[config.mk]
export PLATFORM = sky130hd
export DESIGN_NAME = alu_share_arbiter
export DESIGN_NICKNAME = d
export VERILOG_FILES = /design/src/rtl/alu_pkg.sv /design/src/rtl/rr_arbiter2.sv /design/src/rtl/alu_share_arbiter.sv
export SDC_FILE = /design/constraint.sdc
export NUM_CORES = 1
export LEC_CHECK = 0
export ABC_AREA = 1
export CAP_MARGIN = 0
export CELL_PAD_IN_SITES_DETAIL_PLACEMENT = 0
export CELL_PAD_IN_SITES_GLOBAL_PLACEMENT = 1
export CORE_MARGIN = 4
export CORE_UTILIZATION = 28
export CTS_CLUSTER_DIAMETER = 30
export DETAILED_ROUTE_END_ITERATION = 6
export HOLD_SLACK_MARGIN = 0.05
export PLACE_DENSITY = 0.89
export SLEW_MARGIN = 5
export SYNTH_ARGS = -nofsm -noshare
export SYNTH_HDL_FRONTEND = slang
export SYNTH_SLANG_ARGS = --single-unit
[constraint.sdc]
create_clock -name clk -period 1.95 [get_ports clk]
set_input_delay 0.39 -clock clk [delete_from_list [all_inputs] [get_ports clk]]
set_output_delay 0.39 -clock clk [all_outputs]
set_load 0.01 [all_outputs]
[src/rtl/alu_pkg.sv]
// Shared definitions for the ALU sharing block.
// Contents:
//   - 5-bit ALU op codes (OP_LUI .. OP_SUB, plus OP_NOP as the idle op)
//   - is_branch_op(): true for the six compare-and-branch ops
//   - alu_state_e: sharing FSM state encoding (IDLE/EXEC/RESP, 2 bits)
package alu_pkg;

    localparam logic [4:0] OP_LUI   = 5'b00000;
    localparam logic [4:0] OP_AUIPC = 5'b00001;
    localparam logic [4:0] OP_ADD   = 5'b00010;
    localparam logic [4:0] OP_BEQ   = 5'b00011;
    localparam logic [4:0] OP_BNE   = 5'b00100;
    localparam logic [4:0] OP_BLT   = 5'b00101;
    localparam logic [4:0] OP_BGE   = 5'b00110;
    localparam logic [4:0] OP_BLTU  = 5'b00111;
    localparam logic [4:0] OP_BGEU  = 5'b01000;
    localparam logic [4:0] OP_SLT   = 5'b01001;
    localparam logic [4:0] OP_SLTU  = 5'b01010;
    localparam logic [4:0] OP_XOR   = 5'b01011;
    localparam logic [4:0] OP_OR    = 5'b01100;
    localparam logic [4:0] OP_AND   = 5'b01101;
    localparam logic [4:0] OP_SLL   = 5'b01110;
    localparam logic [4:0] OP_SRL   = 5'b01111;
    localparam logic [4:0] OP_SRA   = 5'b10000;
    localparam logic [4:0] OP_SUB   = 5'b10001;
    localparam logic [4:0] OP_NOP   = 5'b10010;

    typedef enum logic [1:0] {
        ST_IDLE = 2'd0,
        ST_EXEC = 2'd1,
        ST_RESP = 2'd2
    } alu_state_e;

    // Branch ops occupy the contiguous range BEQ..BGEU.
    function automatic logic is_branch_op(input logic [4:0] op);
        return (op >= OP_BEQ) && (op <= OP_BGEU);
    endfunction

endpackage

[src/rtl/rr_arbiter2.sv]
// Two-way round-robin grant logic (purely combinational).
// Ports:
//   valid0, valid1 : requester valids
//   last_grant     : index of the requester granted most recently
//   grant          : one-hot grant, bit i for requester i (0 when nobody asks)
//   grant_idx      : index of the granted requester
//   grant_any      : at least one requester is granted
module rr_arbiter2 (
    input  logic       valid0,
    input  logic       valid1,
    input  logic       last_grant,
    output logic [1:0] grant,
    output logic       grant_idx,
    output logic       grant_any
);

    always_comb begin
        grant_any = valid0 | valid1;
        grant_idx = 1'b0;
        if (valid0 && valid1) begin
            // Contention: whoever did not win last time goes now.
            grant_idx = ~last_grant;
        end else if (valid1) begin
            grant_idx = 1'b1;
        end
        grant = 2'b00;
        if (grant_any) begin
            grant = grant_idx ? 2'b10 : 2'b01;
        end
    end

endmodule

[src/rtl/alu_share_arbiter.sv]
// Shares one external combinational ALU between two requesters
// (req0 = execute stage, req1 = address/branch helper).
// One transaction at a time: accept in IDLE, let the ALU settle from the
// registered operands in EXEC, hold the captured result in RESP until the
// owning requester takes it.
// Ports:
//   clk, rst_n                      : clock, async active-low reset
//   req{0,1}_valid/ready/op/a/b     : op request channels
//   rsp{0,1}_valid/ready/result/zero: result return channels
//   alu_op, alu_in1, alu_in2        : registered drive into the ALU
//   alu_result, alu_zero            : ALU outputs
//   dbg_state                       : current FSM state
//
// Handshake: a transfer happens on a channel in every cycle where both
// valid and ready are high at the rising clock edge. req*_ready is only
// ever high in IDLE for the granted requester and is a combinational
// function of both req*_valid. rsp*_valid, once high, stays high with
// stable result/zero until the matching rsp*_ready is seen.
module alu_share_arbiter
    import alu_pkg::*;
#(
    parameter int               DATA_W  = 32,
    parameter int               OP_W    = 5,
    parameter logic [OP_W-1:0]  IDLE_OP = OP_NOP
) (
    input  logic              clk,
    input  logic              rst_n,
    input  logic              req0_valid,
    output logic              req0_ready,
    input  logic [OP_W-1:0]   req0_op,
    input  logic [DATA_W-1:0] req0_a,
    input  logic [DATA_W-1:0] req0_b,
    input  logic              req1_valid,
    output logic              req1_ready,
    input  logic [OP_W-1:0]   req1_op,
    input  logic [DATA_W-1:0] req1_a,
    input  logic [DATA_W-1:0] req1_b,
    output logic              rsp0_valid,
    input  logic              rsp0_ready,
    output logic [DATA_W-1:0] rsp0_result,
    output logic              rsp0_zero,
    output logic              rsp1_valid,
    input  logic              rsp1_ready,
    output logic [DATA_W-1:0] rsp1_result,
    output logic              rsp1_zero,
    output logic [OP_W-1:0]   alu_op,
    output logic [DATA_W-1:0] alu_in1,
    output logic [DATA_W-1:0] alu_in2,
    input  logic [DATA_W-1:0] alu_result,
    input  logic              alu_zero,
    output logic [1:0]        dbg_state
);

    alu_state_e        state_q, state_d;
    logic              owner_q, owner_d;
    logic              last_grant_q, last_grant_d;
    logic [OP_W-1:0]   op_q, op_d;
    logic [DATA_W-1:0] in1_q, in1_d;
    logic [DATA_W-1:0] in2_q, in2_d;
    logic [DATA_W-1:0] result_q, result_d;
    logic              zero_q, zero_d;

    logic [1:0] grant;
    logic       grant_idx;
    logic       grant_any;
    logic       rsp_take;

    rr_arbiter2 u_arb (
        .valid0     (req0_valid),
        .valid1     (req1_valid),
        .last_grant (last_grant_q),
        .grant      (grant),
        .grant_idx  (grant_idx),
        .grant_any  (grant_any)
    );

    always_comb begin
        state_d      = state_q;
        owner_d      = owner_q;
        last_grant_d = last_grant_q;
        op_d         = op_q;
        in1_d        = in1_q;
        in2_d        = in2_q;
        result_d     = result_q;
        zero_d       = zero_q;
        req0_ready   = 1'b0;
        req1_ready   = 1'b0;
        rsp_take     = owner_q ? rsp1_ready : rsp0_ready;

        case (state_q)
            ST_IDLE: begin
                req0_ready = grant[0];
                req1_ready = grant[1];
                if (grant_any) begin
                    op_d         = grant_idx ? req1_op : req0_op;
                    in1_d        = grant_idx ? req1_a  : req0_a;
                    in2_d        = grant_idx ? req1_b  : req0_b;
                    owner_d      = grant_idx;
                    last_grant_d = grant_idx;
                    state_d      = ST_EXEC;
                end
            end
            ST_EXEC: begin
                // The ALU only drives the output that is meaningful for the
                // op class, so the other one is forced to 0 on capture.
                if (is_branch_op(op_q)) begin
                    result_d = '0;
                    zero_d   = alu_zero;
                end else begin
                    result_d = alu_result;
                    zero_d   = 1'b0;
                end
                state_d = ST_RESP;
            end
            ST_RESP: begin
                if (rsp_take) begin
                    op_d    = IDLE_OP;
                    in1_d   = '0;
                    in2_d   = '0;
                    state_d = ST_IDLE;
                end
            end
            default: begin
                state_d = ST_IDLE;
            end
        endcase
    end

    always_ff @(posedge clk or negedge rst_n) begin
        if (!rst_n) begin
            state_q      <= ST_IDLE;
            owner_q      <= 1'b0;
            last_grant_q <= 1'b1;
            op_q         <= IDLE_OP;
            in1_q        <= '0;
            in2_q        <= '0;
            result_q     <= '0;
            zero_q       <= 1'b0;
        end else begin
            state_q      <= state_d;
            owner_q      <= owner_d;
            last_grant_q <= last_grant_d;
            op_q         <= op_d;
            in1_q        <= in1_d;
            in2_q        <= in2_d;
            result_q     <= result_d;
            zero_q       <= zero_d;
        end
    end

    assign rsp0_valid  = (state_q == ST_RESP) && !owner_q;
    assign rsp1_valid  = (state_q == ST_RESP) &&  owner_q;
    assign rsp0_result = result_q;
    assign rsp1_result = result_q;
    assign rsp0_zero   = zero_q;
    assign rsp1_zero   = zero_q;
    assign alu_op      = op_q;
    assign alu_in1     = in1_q;
    assign alu_in2     = in2_q;
    assign dbg_state   = state_q;

endmodule

==> results of run 1 <==
## through the flow
stage | power [mW] | instance area (µm²)
after detailed placement | 11.7 | 8750
after global placement | 11.6 | 8750
after floorplan | 7.90 | 5480
after CTS | 13.7 | 9050
final | 13.4 | 9050
after global routing | 14.5 | 9050
## what timing repair did
| action | in CTS | in global routing |
|---|---|---|
| cloned | 0 | 0 |
| resized for setup | 4 | 1 |
| endpoints found under the setup margin | 4 | 1 |
| endpoints found under the hold margin | 0 | 0 |
## cells in the final DEF, fill, tap and decap left out, drive strengths merged
| master | n |
|---|---|
| nand2 | 356 |
| clkdlybuf4s50 | 311 |
| nand3 | 106 |
| dfrtp | 103 |
| a21oi | 68 |
| buf | 24 |
| inv | 13 |
| nor2 | 10 |
| clkbuf | 9 |
| o21ai | 4 |
| dlygate4sd2 | 4 |
| dfstp | 3 |
| clkinvlp | 2 |
| clkinv | 2 |
| bufinv | 1 |
## logic make-up after synthesis
family | share of synthesized area (%)
and+or+nand+nor | 35.0
DFF | 48.5
buffers and inverters | 9.82
AOI/OAI and AO/OA | 6.65
## how the worst min path moves through the flow
stage / startpoint / to / slack, ps
detailed placement: alu_in1[1]$_DFFE_PN0P_ / alu_in1[1]$_DFFE_PN0P_ / 460
finish: rst_n / alu_in1[11]$_DFFE_PN0P_ / 90
global route: rst_n / alu_in1[10]$_DFFE_PN0P_ / 160
floorplan: rst_n / alu_in1[0]$_DFFE_PN0P_ / 90
global placement: alu_in1[12]$_DFFE_PN0P_ / alu_in1[12]$_DFFE_PN0P_ / 460
CTS: rst_n / alu_in1[11]$_DFFE_PN0P_ / 140
## cell usage after synthesis
cell type	number	area [µm²]
nor2_4	1	11.3
o21ai_0	4	20.0
buf_4	37	278
dfstp_2	3	78.8
buf_2	19	95.1
nor2_2	2	12.5
nand2_1	355	1330
a21oi_2	1	8.76
inv_2	3	11.3
buf_6	2	22.5
nor2_1	7	26.3
dfrtp_1	103	2580
buf_1	3	11.3
nand3_1	106	531
clkbuf_1	24	90.1
a21oi_1	67	335
nand2_2	1	6.26
inv_1	8	30.0
## critical path: cells and delay by family
kind | cells | cell delay (ps)
buf+inv | 2 | 810
simple gates | 4 | 290
## routing by layer
| metal | GRT usage, % | up-vias | part of all wire (%) |
|---|---|---|---|
| met5 | 0 | - | 0 |
| met1 | 20.9 | 2662 | 42 |
| met3 | 5.33 | 17 | 8.5 |
| met2 | 29.2 | 222 | 48 |
| li1 | - | 2868 | - |
| met4 | 4.71 | 0 | 1.6 |
## flip-flops by register name (all words and copies together), names as in the netlist
name	flops
dbg_state	2
alu_in1	32
alu_op	5
owner_q	1
alu_in2	32
rsp0_result	32
rsp0_zero	1
last_grant_q	1
## layout make-up
type,count,area [µm²]
fillers,1901,9900
clock buffers,9,225
repair buffers,339,3430
well taps,260,325
flip-flops and latches,106,2660
inverters,11,41.3
clock inverters,7,76.3
multi-input cells,544,2300
## power groups by stage
stage / registers (mW) / logic, mW / clock network [mW]
detailed placement: 3.91 / 7.82 / 0
global route: 4.02 / 8.42 / 2.04
global placement: 3.90 / 7.73 / 0
floorplan: 4.29 / 3.61 / 0
finish: 3.88 / 7.64 / 1.86
CTS: 3.89 / 7.82 / 1.96
==> impl_metrics.ini, run 1 <==
[status]
outcome = finished, final reports clean

[detailed_routing]
vias_per_cell = 4.52
antenna_left = 0
first_pass_iters = 4
wirelength_um = 19500
drtIter0Drc = 224
wl_per_cell_um = 15.3
post-route-drc-count = 0
vias = 5769

[synthesis]
avgSynthCellArea_um2 = 7.34
syn_area_um2 = 5480
seq_area_frac_synth_pct = 48.5
synth_seq_cells = 106
synth.distinct_cells = 18
syn-num-nets = 923
synth_warnings = 0
netlist_instances = 746

[pwr]
p_int_mw = 7.94
power_leakage_nw = 4.22
switching_share_pct = 40.7
vdd_drop_max_mv = 0.629
power.density_nw_per_um2 = 1480
p_clk_share_pct = 13.9
switching_power_mw = 5.45
p_seq_share_pct = 29.0
pwr-share-comb_pct = 57.1

[critical_path]
crit_start = req0_valid
reg2reg_from = dbg_state[0]$_DFFE_PN0P_
worstSetupStartpointType = input port
arrival_ps = 1490
crit_top_cell = nand2_2
r2r_setup_slack_ps = 330
crit_path_max_incr_delay_ps = 510
cp.required_ps = 1560
crit_type = input port to primary output
r2r_end = alu_in2[17]$_DFFE_PN0P_
crit_slowest_cell = clkdlybuf4s50_1
path_cells = clkdlybuf4s50_1, nand2_2, nand2_2, nand2_1, nor2_1, dlygate4sd2_1
crit_end = req0_ready
ff2ff_path_depth = 5
crit_path_end_kind = primary output
crit_fanout = 3

[timing]
rsz0062_at_grt = no
fin_crit_ps = 1880
setup_viol = 0
timing.final.hold_violations = 0
whs_ps = 92.9
min_period_over_period_pct = 96.6
slew_headroom_pct = 49.5
fin_skew_ps = 10.3
worst_slew_pin_slew_ps = 757
slew_viol_final = 0
timing.final.ws_setup_ps = 66.9
setup_tns_ps = 0
fmax_ghz = 0.531

[final_layout]
layout-drive-gt1-share_pct = 5.31
finalNonFillerCells = 1276
area_delta_synth_final_pct = 65.3
layout.nets = 1188
fin_util_pct = 47.8
n_antenna_cell = 0

[clocking]
cts_tree = done
clock_path_buffers = 2
cts_buffers = 9
postCtsSetupRepairBufs = 0
root_buffer = clkbuf_16
htreeDepth = 3
clkLatencyLatePin_ps = 340
clkTransAtPathRegs_ps = 80
cts_sinks = 106
holdBufCountCts = 0

[floorplanning]
rows = 50
pin_count = 318
fp.dieW_um = 148
dieArea_um2 = 21900
die_h_um = 148
initial_core_util_pct = 28.9
core_um2 = 19000

[place]
portBuffers = 317
hpwlAfterDp_um = 14100
place_ws_ps = -206
placed_cells = 1260
gp_congestion = 0.793

[min_path]
worstHoldPathType = input port to asynchronous set/reset pin

[grt]
grt.overflow.total = 0
grt_pass1_vias = 5526
antenna_found_initial = 0
grt_usage_pct = 17.1
grt_max_degree = 107
grt_pass1_wl_um = 30200

[flow_run]
maxCapViolations = 0
(Power assumes the default switching activity.)
==> run 2: changes to the inputs <==
--- a/config.mk
+++ b/config.mk
@@ -15,7 +15,7 @@
 export DETAILED_ROUTE_END_ITERATION = 6
 export HOLD_SLACK_MARGIN = 0.05
 export PLACE_DENSITY = 0.89
-export SLEW_MARGIN = 5
+export SLEW_MARGIN = 20
 export SYNTH_ARGS = -nofsm -noshare
 export SYNTH_HDL_FRONTEND = slang
 export SYNTH_SLANG_ARGS = --single-unit
==> results of run 2 <==
The final DEF is identical to that of run 1; final timing and power are the same.
==> run 3: changes to the inputs <==
--- a/config.mk
+++ b/config.mk
@@ -6,7 +6,7 @@
 export NUM_CORES = 1
 export LEC_CHECK = 0
 export ABC_AREA = 1
-export CAP_MARGIN = 0
+export CAP_MARGIN = 10
 export CELL_PAD_IN_SITES_DETAIL_PLACEMENT = 0
 export CELL_PAD_IN_SITES_GLOBAL_PLACEMENT = 1
 export CORE_MARGIN = 4
@@ -15,6 +15,7 @@
 export DETAILED_ROUTE_END_ITERATION = 6
 export HOLD_SLACK_MARGIN = 0.05
 export PLACE_DENSITY = 0.89
+export RECOVER_POWER = 100
 export SLEW_MARGIN = 20
 export SYNTH_ARGS = -nofsm -noshare
 export SYNTH_HDL_FRONTEND = slang
==> impl_metrics.ini, run 3 (synthesis gave the netlist of run 1 again) <==
[grt]
grt_usage_pct = 17.1
use_met2_pct = 29.2
grtUsageMet1_pct = 20.9
busiest_layer = met2
grt_pass1_wl_um = 30200
grt_pass1_vias = 5526
met3_usage_pct = 5.33
grt_max_degree = 107
grt.overflow.total = 0
antenna_found_initial = 0

[critical_path]
worstSetupStartpointType = input port
crit_slowest_cell = clkdlybuf4s50_1
arrival_ps = 1490
crit_path_end_kind = primary output
crit_path_max_incr_delay_ps = 510
crit_top_cell = nand2_2
path_cells = clkdlybuf4s50_1, nand2_2, nand2_2, nand2_1, nor2_1, dlygate4sd2_1
crit_type = input port to primary output
crit_fanout = 3
cp.required_ps = 1560

[place]
portBuffers = 317
hpwlAfterDp_um = 14100
place_ws_ps = -206
gp_congestion = 0.793
place_area_um2 = 8750

[timing]
setup_tns_ps = 0
rsz0062_at_grt = no
fin_skew_ps = 11.1
fmax_ghz = 0.531
setup_viol = 0
fin_crit_ps = 1880
slew_headroom_pct = 1.52
timing.final.hold_violations = 0
slew_viol_final = 0
min_period_over_period_pct = 96.5
worst_slew_pin_slew_ps = 1480
timing.final.ws_setup_ps = 67.3

[floorplanning]
die_h_um = 148
pin_count = 318
initial_core_util_pct = 28.9
rows = 50
core_um2 = 19000
dieArea_um2 = 21900
fp.dieW_um = 148

[clocking]
cts_buffers = 9
clkLatencyLatePin_ps = 340
clock_path_buffers = 2
root_buffer = clkbuf_16
htreeDepth = 3
clkTransAtPathRegs_ps = 70
holdBufCountCts = 0
cts_sinks = 106
postCtsSetupRepairBufs = 0
cts_tree = done
cts_resized = 4

[detailed_routing]
wirelength_um = 19500
vias_per_cell = 4.50
post-route-drc-count = 0
first_pass_iters = 4
drtIter0Drc = 223
vias = 5738
wl_per_cell_um = 15.3
antenna_left = 0

[min_path]
worstHoldPathType = flop to flop

[final_layout]
area_delta_synth_final_pct = 64.7
layout-drive-gt1-share_pct = 5.22
final_area_um2 = 9020
layout_commonest_cell = nand2_1
n_antenna_cell = 0
final_cell_mix = nand2_1, clkdlybuf4s50_1, dlygate4sd3_1
layout.nets = 1188
fin_util_pct = 47.6

[pwr]
power.density_nw_per_um2 = 1420
power_mw = 12.8
power_leakage_nw = 4.42
vdd_drop_max_mv = 0.590

[status]
outcome = finished, final reports clean

[flow_run]
maxCapViolations = 0
[run 3: layout make-up]
class / count / area, µm²
Inverter: 11 / 41.3
Sequential cell: 106 / 2660
Multi-Input combinational cell: 544 / 2300
Clock buffer: 9 / 225
Fill cell: 1908 / 9930
Tap cell: 260 / 325
Clock inverter: 7 / 76.3
Timing Repair Buffer: 339 / 3390
[run 3: path summary, 6_finish.rpt]
kind | from | to | slack [ps] | cells past startpoint
max | req0_valid | req0_ready | 70 | 6
max in group asynchronous | rst_n | rsp0_result[0]$_DFFE_PN0N_ | 490 | 2
min | alu_in2[2]$_DFFE_PN0P_ | alu_in2[2]$_DFFE_PN0P_ | 470 | 2
min in group asynchronous | rst_n | alu_in1[11]$_DFFE_PN0P_ | 520 | 2
max reg2reg | dbg_state[0]$_DFFE_PN0P_ | alu_in1[15]$_DFFE_PN0P_ | 220 | 8
min reg2reg | alu_in2[2]$_DFFE_PN0P_ | alu_in2[2]$_DFFE_PN0P_ | 470 | 2
[run 3: critical path, delay by kind of cell]
| kind | cells | cell delay [ps] |
|---|---|---|
| simple gates | 4 | 290 |
| buf+inv | 2 | 810 |
[run 3: report_power, final]
group	switching (mW)	internal, mW
sequential	0.583	3.24
combinational	3.94	3.19
clock	0.858	1.01
[run 3: metal layers]
metal / up-vias / wire length [µm]
met4: 0 / 310
met5: - / 0
met2: 220 / 9570
li1: 2874 / -
met1: 2627 / 7980
met3: 17 / 1670
[run 3: per-stage QoR]
step	hold slack [ps]	cells
2_1_floorplan	94.4	746
3_3_place_gp	460	1260
3_5_place_dp	464	1260
4_1_cts	140	1276
5_1_grt	488	1276
6_report	471	1276
